--- config.mk ---
export PLATFORM = sky130hd
export DESIGN_NAME = div_unit
export DESIGN_NICKNAME = d
export VERILOG_FILES = /design/src/rtl/len5_pkg.sv /design/src/rtl/expipe_pkg.sv /design/src/rtl/div_lzc.sv /design/src/rtl/div_unit.sv
export SDC_FILE = /design/constraint.sdc
export NUM_CORES = 1
export LEC_CHECK = 0
export CAP_MARGIN = 0
export CORE_UTILIZATION = 45
export DETAILED_ROUTE_END_ITERATION = 7
export PLACE_DENSITY_LB_ADDON = 0.1
export SYNTH_ARGS = -nofsm -noshare
export SYNTH_HDL_FRONTEND = slang
export SYNTH_SLANG_ARGS = --single-unit
--- constraint.sdc ---
create_clock -name clk_i -period 9.2 [get_ports clk_i]
set_clock_uncertainty 0.2 [all_clocks]
set_input_delay 1.38 -clock clk_i [delete_from_list [all_inputs] [get_ports clk_i]]
set_output_delay 1.38 -clock clk_i [all_outputs]
set_load 0.02 [all_outputs]
--- src/rtl/len5_pkg.sv ---
`default_nettype none
// ============================================================================
// Module      : len5_pkg
// Description : Core-wide datapath constants.
// Revision    : 1.0 - initial release
// ============================================================================
package len5_pkg;
   localparam int XLEN = 64;
endpackage
`default_nettype wire

--- src/rtl/expipe_pkg.sv ---
`default_nettype none
// ============================================================================
// Module      : expipe_pkg
// Description : Execution-pipeline types and helpers for the divider unit.
// Revision    : 1.0 - initial release
// ============================================================================
package expipe_pkg;
   import len5_pkg::*;

   typedef enum logic [3:0] {
      DIV   = 4'd0,
      DIVU  = 4'd1,
      REM   = 4'd2,
      REMU  = 4'd3,
      DIVW  = 4'd4,
      DIVUW = 4'd5,
      REMW  = 4'd6,
      REMUW = 4'd7
   } div_ctl_t;

   typedef enum logic [2:0] {
      IDLE = 3'd0,
      INIT = 3'd1,
      ITER = 3'd2,
      FIX  = 3'd3,
      DONE = 3'd4
   } div_state_t;

   localparam int DIV_CNT_LEN = $clog2(XLEN) + 1;

   // Unassigned codes fall back to DIVU.
   function automatic div_ctl_t div_decode(input logic [3:0] code);
      return code[3] ? DIVU : div_ctl_t'(code);
   endfunction

   function automatic logic div_is_word(input div_ctl_t op);
      return op[2];
   endfunction

   function automatic logic div_is_signed(input div_ctl_t op);
      return ~op[0];
   endfunction

   function automatic logic div_is_rem(input div_ctl_t op);
      return op[1];
   endfunction
endpackage
`default_nettype wire

--- src/rtl/div_lzc.sv ---
`default_nettype none
// ============================================================================
// Module      : div_lzc
// Description : Combinational leading-zero counter; all-zero input gives W.
// Revision    : 1.0 - initial release
// ============================================================================
module div_lzc #(
   parameter int W  = 64,
   parameter int CW = $clog2(W) + 1
) (
   input  logic [W-1:0]  i_data,
   output logic [CW-1:0] o_cnt
);
   always_comb begin
      o_cnt = CW'(W);
      for (int i = 0; i < W; i++) begin
         if (i_data[i]) o_cnt = CW'(W - 1 - i);
      end
   end
endmodule
`default_nettype wire

--- src/rtl/div_unit.sv ---
`default_nettype none
// ============================================================================
// Module      : div_unit
// Description : Iterative radix-2 restoring divider for RV64M DIV/REM ops.
//               Optional macro DIV_EARLY_OUT_EN skips dividend leading zeros.
// Revision    : 1.0 - initial release
// ============================================================================
module div_unit
   import len5_pkg::*;
   import expipe_pkg::*;
#(
   parameter int EU_CTL_LEN = 4,
   parameter int RS_DEPTH   = 16,
   parameter int EXCEPT_LEN = 2
) (
   input  logic                        clk_i,
   input  logic                        rst_i,
   input  logic                        flush_i,
   input  logic                        valid_i,
   output logic                        ready_o,
   input  logic [EU_CTL_LEN-1:0]       ctl_i,
   input  logic [XLEN-1:0]             rs1_i,
   input  logic [XLEN-1:0]             rs2_i,
   input  logic [$clog2(RS_DEPTH)-1:0] entry_idx_i,
   output logic                        valid_o,
   input  logic                        ready_i,
   output logic [$clog2(RS_DEPTH)-1:0] entry_idx_o,
   output logic [XLEN-1:0]             result_o,
   output logic                        except_raised_o,
   output logic [EXCEPT_LEN-1:0]       except_code_o
);
   localparam int IDX_W  = $clog2(RS_DEPTH);
   localparam int c_WLEN = 32;

   div_state_t             r_state, w_next;
   logic [EU_CTL_LEN-1:0]  r_ctl;
   logic [XLEN-1:0]        r_a, r_b, r_q, r_r, r_result;
   logic [IDX_W-1:0]       r_idx;
   logic [DIV_CNT_LEN-1:0] r_cnt;
   logic                   r_qneg, r_rneg, r_special;

   div_ctl_t               w_op;
   logic                   w_word, w_sgn, w_rem, w_accept;
   logic                   w_sign_a, w_sign_b, w_b_zero, w_ovf, w_special;
   logic [XLEN-1:0]        w_an, w_bn, w_mag_a, w_mag_b, w_min;
   logic [XLEN-1:0]        w_qf, w_rf, w_sel, w_res;
   logic [XLEN:0]          w_sh, w_diff;
   logic [DIV_CNT_LEN-1:0] w_shamt, w_iters;

   assign w_op     = div_decode(r_ctl[3:0]);
   assign w_word   = div_is_word(w_op);
   assign w_sgn    = div_is_signed(w_op);
   assign w_rem    = div_is_rem(w_op);
   assign w_accept = (r_state == IDLE) && valid_i && !flush_i;

   // Word operands live zero-extended in the low half; signs come from bit 31.
   assign w_sign_a = w_word ? r_a[c_WLEN-1] : r_a[XLEN-1];
   assign w_sign_b = w_word ? r_b[c_WLEN-1] : r_b[XLEN-1];
   assign w_an     = w_word ? {{(XLEN-c_WLEN){1'b0}}, r_a[c_WLEN-1:0]} : r_a;
   assign w_bn     = w_word ? {{(XLEN-c_WLEN){1'b0}}, r_b[c_WLEN-1:0]} : r_b;
   assign w_mag_a  = (w_sgn && w_sign_a)
                   ? (w_word ? {{(XLEN-c_WLEN){1'b0}}, -r_a[c_WLEN-1:0]} : -r_a) : w_an;
   assign w_mag_b  = (w_sgn && w_sign_b)
                   ? (w_word ? {{(XLEN-c_WLEN){1'b0}}, -r_b[c_WLEN-1:0]} : -r_b) : w_bn;
   assign w_min    = w_word ? {{(XLEN-c_WLEN){1'b0}}, 1'b1, {(c_WLEN-1){1'b0}}}
                            : {1'b1, {(XLEN-1){1'b0}}};
   assign w_b_zero = (w_bn == '0);
   assign w_ovf    = w_sgn && (w_an == w_min) &&
                     (w_word ? (r_b[c_WLEN-1:0] == '1) : (r_b == '1));
   assign w_special = w_b_zero || w_ovf;

   // The dividend is left-aligned so the next quotient bit is always bit XLEN-1.
`ifdef DIV_EARLY_OUT_EN
   logic [DIV_CNT_LEN-1:0] w_lz;

   div_lzc #(.W(XLEN), .CW(DIV_CNT_LEN)) u_lzc (
      .i_data (w_mag_a),
      .o_cnt  (w_lz)
   );

   assign w_shamt = w_lz;
   assign w_iters = DIV_CNT_LEN'(XLEN) - w_lz;
`else
   assign w_shamt = w_word ? DIV_CNT_LEN'(XLEN - c_WLEN) : '0;
   assign w_iters = w_word ? DIV_CNT_LEN'(c_WLEN) : DIV_CNT_LEN'(XLEN);
`endif

   assign w_sh   = {r_r, r_q[XLEN-1]};
   assign w_diff = w_sh - {1'b0, r_b};

   assign w_qf  = r_qneg ? -r_q : r_q;
   assign w_rf  = r_rneg ? -r_r : r_r;
   assign w_sel = w_rem ? w_rf : w_qf;
   assign w_res = w_word ? {{(XLEN-c_WLEN){w_sel[c_WLEN-1]}}, w_sel[c_WLEN-1:0]} : w_sel;

   always_ff @(posedge clk_i) begin
      if (rst_i) r_state <= IDLE;
      else       r_state <= w_next;
   end

   always_comb begin
      w_next = r_state;
      case (r_state)
         IDLE: if (valid_i) w_next = INIT;
         INIT: w_next = (w_special || (w_iters == '0)) ? FIX : ITER;
         ITER: if (r_cnt == DIV_CNT_LEN'(1)) w_next = FIX;
         FIX:  w_next = DONE;
         DONE: if (ready_i) w_next = IDLE;
         default: w_next = IDLE;
      endcase
      if (flush_i) w_next = IDLE;
   end

   always_ff @(posedge clk_i) begin
      if (rst_i) begin
         r_ctl     <= '0;
         r_a       <= '0;
         r_b       <= '0;
         r_q       <= '0;
         r_r       <= '0;
         r_cnt     <= '0;
         r_qneg    <= 1'b0;
         r_rneg    <= 1'b0;
         r_special <= 1'b0;
         r_idx     <= '0;
         r_result  <= '0;
      end else if (!flush_i) begin
         case (r_state)
            IDLE: if (w_accept) begin
               r_ctl <= ctl_i;
               r_a   <= rs1_i;
               r_b   <= rs2_i;
               r_idx <= entry_idx_i;
            end
            INIT: begin
               r_special <= w_special;
               r_qneg    <= w_sgn && !w_special && (w_sign_a ^ w_sign_b);
               r_rneg    <= w_sgn && !w_special && w_sign_a;
               r_cnt     <= w_iters;
               r_b       <= w_mag_b;
               if (w_b_zero) begin
                  r_q <= '1;
                  r_r <= w_an;
               end else if (w_ovf) begin
                  r_q <= w_min;
                  r_r <= '0;
               end else begin
                  r_q <= w_mag_a << w_shamt;
                  r_r <= '0;
               end
            end
            ITER: begin
               if (!w_diff[XLEN]) begin
                  r_r <= w_diff[XLEN-1:0];
                  r_q <= {r_q[XLEN-2:0], 1'b1};
               end else begin
                  r_r <= w_sh[XLEN-1:0];
                  r_q <= {r_q[XLEN-2:0], 1'b0};
               end
               r_cnt <= r_cnt - DIV_CNT_LEN'(1);
            end
            FIX:     r_result <= w_res;
            default: ;
         endcase
      end
   end

   assign ready_o         = (r_state == IDLE);
   assign valid_o         = (r_state == DONE);
   assign entry_idx_o     = r_idx;
   assign result_o        = r_result;
   assign except_raised_o = 1'b0;
   assign except_code_o   = '0;
endmodule
`default_nettype wire
* After elaboration in Yosys (flattened, before gate mapping) *
Cells that the tools add are included.

operators by class
  bitwise gates (word level) = 3
  reductions and logical operators = 25
  add/subtract/negate cells = 8
  multiplexer cells = 32
  equal/unequal tests = 12
  shift operators = 1

operators with widths
  kind                    count
  $mux W64                16
  $pmux W64 S2            3
  $neg A64 Y64            4
  $sub A65 B64 Y65        1
  $eq A64 B64 Y1          1
  $eq A64 B64 Y1 const B  1
  $logic_not A64 Y1       1
  $neg A32 Y32            2
  $shl A64 B6 Y64         1
  $eq A32 B32 Y1 const B  1
  $pmux W3 S5             1
  $pmux W7 S2             1
  $mux W3                 4
  $logic_and A1 B1 Y1     9
  $reduce_and A3 Y1       3
  $eq A7 B1 Y1 const B    1
  $logic_not A7 Y1        1
  $mux W7                 1
  $sub A7 B1 Y7 const B   1
  $eq A3 B2 Y1 const B    2
  $mux W6                 1
  $reduce_and A2 Y1       3
  $mux W1                 5
  $ne A2 B1 Y1 const B    2
  10 further kinds        15

storage, ports and cells
  register bits = 340
  output and inout port bits = 73
  word-level logic and storage cells = 92

* Depth between registers and ports, before layout *
  depth in word-level cells = 9
  mapped depth = 17

* Worst setup path after synthesis *
No wires, ideal clock.

  path type = reg-to-reg
  start = register r_q[63]
  end = register r_r[63]
  setup time = 115 ps
  slack = 5076 ps
  data arrival time = 3809 ps
  cell stages (with the launch flop) = 16
  period minus slack after synthesis = 4124 ps
  path through = dfxtp_1 inv_1 ha_1 fa_1 nand2b_1 a21oi_1 o21ai_0 a221o_1 a2111oi_1 mux2i_1 and2_1 buf_2 buf_2 clkbuf_1 o2111ai_1 o21a_1

on the way
  cells in the longest elaborated chain, start to end = 3

RTL lines
  item                    RTL line         source
  start, declared         div_unit.sv:37   logic [XLEN-1:0] r_a, r_b, r_q, r_r, r_result;
  start signal, assigned  div_unit.sv:145  r_q <= w_min;
  start signal, assigned  div_unit.sv:148  r_q <= w_mag_a << w_shamt;
  start signal, assigned  div_unit.sv:155  r_q <= {r_q[XLEN-2:0], 1'b1};
  $sub A65 B64 Y65        div_unit.sv:89   assign w_diff = w_sh - {1'b0, r_b};
  $mux W64                div_unit.sv:153  if (!w_diff[XLEN]) begin
  $pmux W64 S2            div_unit.sv:128  case (r_state)
  end signal, assigned    div_unit.sv:143  r_r <= w_an;
  end signal, assigned    div_unit.sv:154  r_r <= w_diff[XLEN-1:0];
  end signal, assigned    div_unit.sv:157  r_r <= w_sh[XLEN-1:0];
  end, declared           div_unit.sv:37

No other way between the ends.
A chain may end at the register's enable or synchronous reset.

* Final worst setup path *
  start = register r_q[63]
  end = register r_r[46]

Same word-level chain as after synthesis.

==> impl_summary.md <==
CTS
Once the clock tree was built, the resizer swapped 0 gates to a different size. TritonCTS created 43 clock buffers. The CTS tree is done.

The number of buffers inserted to repair setup after CTS is 0. The maximum level of the CTS H-tree is 2. The clock drives 340 sinks. The maximum clock insertion buffer count is 3. After clock tree synthesis, the clock-pin slew on the worst setup and hold paths is 0.06 ns. The tree is rooted in a clkbuf_16. The later pin in the worst-skew pair is clocked with a latency of 0.61 ns.

The number of hold buffers added after cts is 0.

Final layout
Counting the fill cells in the layout gives 5307. The area taken by flip-flops and latches is 6810 sq um. The multi-input combinational cell area is 16600 sq um. After the last flow step, the layout net total stands at 3676. Of the cells placed in the final design, the portion with a size suffix greater than 1 is 5.50%. The area added between synthesis and finish is 15.2%.

Pwr
The power density over the cells is 166 nW/um^2. The worst-case IR drop observed on VDD is 0.128 mV. Of the total power, registers draw 34.6%. Combinational cells account for 28.5% of the total power. The clock network power share is 37.0%.

The analysis attributes to cell leakage a power of 10.7 nW. Net switching is 35.6% of the power. The net switching power is 0.00169 W. The internal power contribution is 0.00305 W.

Global route
The via count of the first global-routing pass is 25000. The overall routing resource usage is 35.0%. After global routing the overflow that remains totals 0.

The first-pass GRT wire length is 152 mm. The largest net degree at the start of global routing is 124. The number of antenna violations at the first check in global routing came to 3.

STA
The number of setup violations in the final report is 0. The max-slew violation count is 0. The fmax is 187 MHz. The final hold violation count is 0. The transition time at the pin with the least slew margin is 1.24 ns. The worst relative slew slack is 17.1%. For the finished layout, the period the worst path requires is 5.35 ns. The sum of negative setup slack is 0 ns. Across all setup checks in the final design, the least slack found is 3.85 ns. The final critical path takes up 58.1% of the cycle. Setup repair after global routing left no endpoint under its margin.

Yosys
The Yosys step of the flow raised 0 warnings. Synthesis instantiated 86 different standard cells from the library. The proportion of synthesized chip area in sequential cells is 27.4%. The post-synthesis cell area is 24800 sq um. A synthesized cell averages 7.24 sq um.

The async set or reset register ratio after synthesis is 0%. The number of enable-type register cells in the synthesized netlist is 0. In the synthesized netlist the dominant register cell turns out to be dfxtp_1.

Synthesis produced a netlist whose cell count is 3431. After synthesis the netlist holds a flip-flop and latch count of 340.

Worst hold path
The class of the worst hold path is reg2reg.

Floorplan
The effective utilization at floorplan is 45.9%. The floorplan step defined a die boundary enclosing 56100 sq um. The height of the chip is 237 um. The core region is 54100 sq um. The die width is 237 um. The boundary pin count is 214. The placement row count is 85.

Route
The detail route stage leaves a number of antenna-violating nets equal to 0. The count of routing violations after the opening detailed-route iteration is 3046. After detailed routing, the number of remaining DRC violations is 0. The post-detailed-route via-to-cell ratio is 6.48. The first detailed-routing pass took 6 iterations. The total length of routed wires is 102 mm.

The overall via count from detail_route is 27200. In the final routed layout, each cell accounts on average for 24.3 um.

Setup path
The worst reg-to-reg path cell count is 14. The stage delay of the slowest cell on the critical path is 0.89 ns. STA classifies the critical path startpoint as a flip-flop. For the worst setup path, the data arrival time is 5.60 ns. In this design, the largest share of critical-path delay is due to compound AO/OA/AOI/OAI gates. The endpoint class of the critical path is a flip-flop.

The path type of the worst setup path is reg2reg. The worst register-to-register path begins at r_q[63]. Traced cell by cell, the critical path runs through inv_1 -> ha_1 -> fa_1 -> nand2b_1 -> a21oi_1 -> o21ai_0 -> a221o_1 -> a2111oi_1 -> mux2i_1 -> and2_2 -> buf_4 -> mux2_2 -> a221oi_1 -> a211oi_1. The worst register-to-register path ends at r_r[46].

The reg2reg setup slack is 3.85 ns. STA puts the critical path data required time at 9.45 ns. The most critical setup path has its endpoint at r_r[46]. The number of buffer and inverter stages on the critical path is 2. Tracing the worst setup path back leads to its startpoint at r_q[63].

The cell with the biggest individual delay on the critical path is a2111oi_1. The maximum fanout along the worst path is 67. The logic depth of the worst setup path including buffers is 14.

Run status
The flow ran to the end, and the final reports show no timing, DRC or antenna violations.

Place
The congestion estimate from routability-driven global placement came to 0.981. In this run the tool buffered the top-level ports with 210 buffer cells. Summed over all nets, the half-perimeter wirelength after detailed placement is 76.9 mm. The worst setup slack before clock tree synthesis is 3.93 ns.

Job
The max-capacitance violation count is 0.
==> Yosys cell counts, drive strengths merged, types with 14 or more instances <==
cell    count  share of area [%]
nand2     426                6.4
a21oi     359                7.2
nor2      342                5.2
dfxtp     340                 27
clkbuf    235                3.6
o21ai     209                4.2
xnor2     146                5.2
nor3      133                2.8
inv       107                1.6
xor2      104                3.7
a211oi     81                2.4
ha         71                3.6
o31ai      60                1.9
nor4       53                1.4
nand3      52                1.1
nand4      52                1.3
or3        49                1.3
a221oi     48                2.2
o22ai      40                1.0
a31oi      39               0.98
and3       39               0.98
buf        34               0.72
mux2i      34                1.4
a22oi      33                1.0
or4        32                1.0
o211ai     28               0.85
o41ai      27                1.0
nand2b     23               0.61
a21o       22               0.67
o21bai     16               0.48
a32o       15               0.60
o21a       14               0.42
==> power groups by stage <==
stage	logic (W)	clock network, W	registers [W]
detailed placement	0.00131	0	0.00167
finish	0.00135	0.00175	0.00164
CTS	0.00132	0.00178	0.00163
global route	0.00146	0.00183	0.00164
floorplan	0.000943	0	0.00162
global placement	0.00131	0	0.00166
==> per-layer routing <==
| metal | routed length (um) | share of wire [%] | global-route usage, % |
|---|---|---|---|
| met5 | 22 | 0.022 | 0 |
| met4 | 5130 | 5.0 | 17.0 |
| met3 | 8160 | 8.0 | 6.04 |
| met2 | 46200 | 45 | 56.3 |
| met1 | 42200 | 41 | 45.3 |
==> worst min-delay path, delay by kind of cell, from the launching register on <==
kind | cells | cell delay (ns)
AOI/OAI and AO/OA | 1 | 0.05
DFF | 1 | 0.31
and+or+nand+nor | 1 | 0.05
==> worst min path at each step <==
stage                     depth (start not counted)        endpoint            from
after floorplan                                   2        r_ctl[0]        r_ctl[0]
after global placement                            2  entry_idx_o[3]  entry_idx_o[3]
after CTS                                         2     result_o[3]     result_o[3]
after global routing                              2     result_o[3]     result_o[3]
after detailed placement                          2     result_o[3]     result_o[3]
final                                             2     result_o[3]     result_o[3]
==> logic make-up after synthesis <==
family	after synthesis	share of synthesized area [%]
other	1	0.0151
AND/OR/NAND/NOR	1254	23.7
multiplexers	41	1.69
buffers and inverters	376	5.89
adder cells (fa/ha/maj)	72	3.66
AO/OA/AOI/OAI	1097	28.8
flip-flops	340	27.4
XOR/XNOR	250	8.82
==> flip-flops by register name, indices dropped and copies added (netlist names) <==
name and count:
r_ctl 4, r_state 3, r_q 64, r_b 64
result_o 64, r_cnt 7, r_a 64, r_qneg 1
r_r 64, r_rneg 1, entry_idx_o 4
==> area by class of cell <==
type / count / share of cell area, %
multi-input cells: 2717 / 58.2
flip-flops and latches: 340 / 23.8
repair buffers: 254 / 8.52
clock buffers: 65 / 4.51
well taps: 696 / 3.05
inverters: 107 / 1.40
clock inverters: 10 / 0.477
diodes: 2 / 0.0175
==> cell usage in the layout (no fill, tap or decap), types with 50 or more instances in the layout <==
master,instances
a211oi_1,81
a21oi_1,358
clkdlybuf4s50_1,209
dfxtp_1,338
ha_1,71
inv_1,107
nand2_1,425
nand3_1,50
nand4_1,52
nor2_1,339
nor3_1,130
nor4_1,50
o21ai_0,203
o31ai_1,58
xnor2_1,146
xor2_1,104
==> stage by stage <==
stage | power (W) | utilization [%] | cells | hold slack, ns | area, sq um
final | 0.00474 | 52.8 | 4191 | 0.255 | 28600
after global placement | 0.00297 | 50.2 | 4114 | 0.243 | 27200
after CTS | 0.00474 | 52.8 | 4189 | 0.258 | 28600
after global routing | 0.00494 | 52.8 | 4189 | 0.283 | 28600
after detailed placement | 0.00298 | 50.2 | 4114 | 0.250 | 27200
after floorplan | 0.00256 | - | 3433 | 0.236 | 24800
Power figures use the tool's default switching activity.
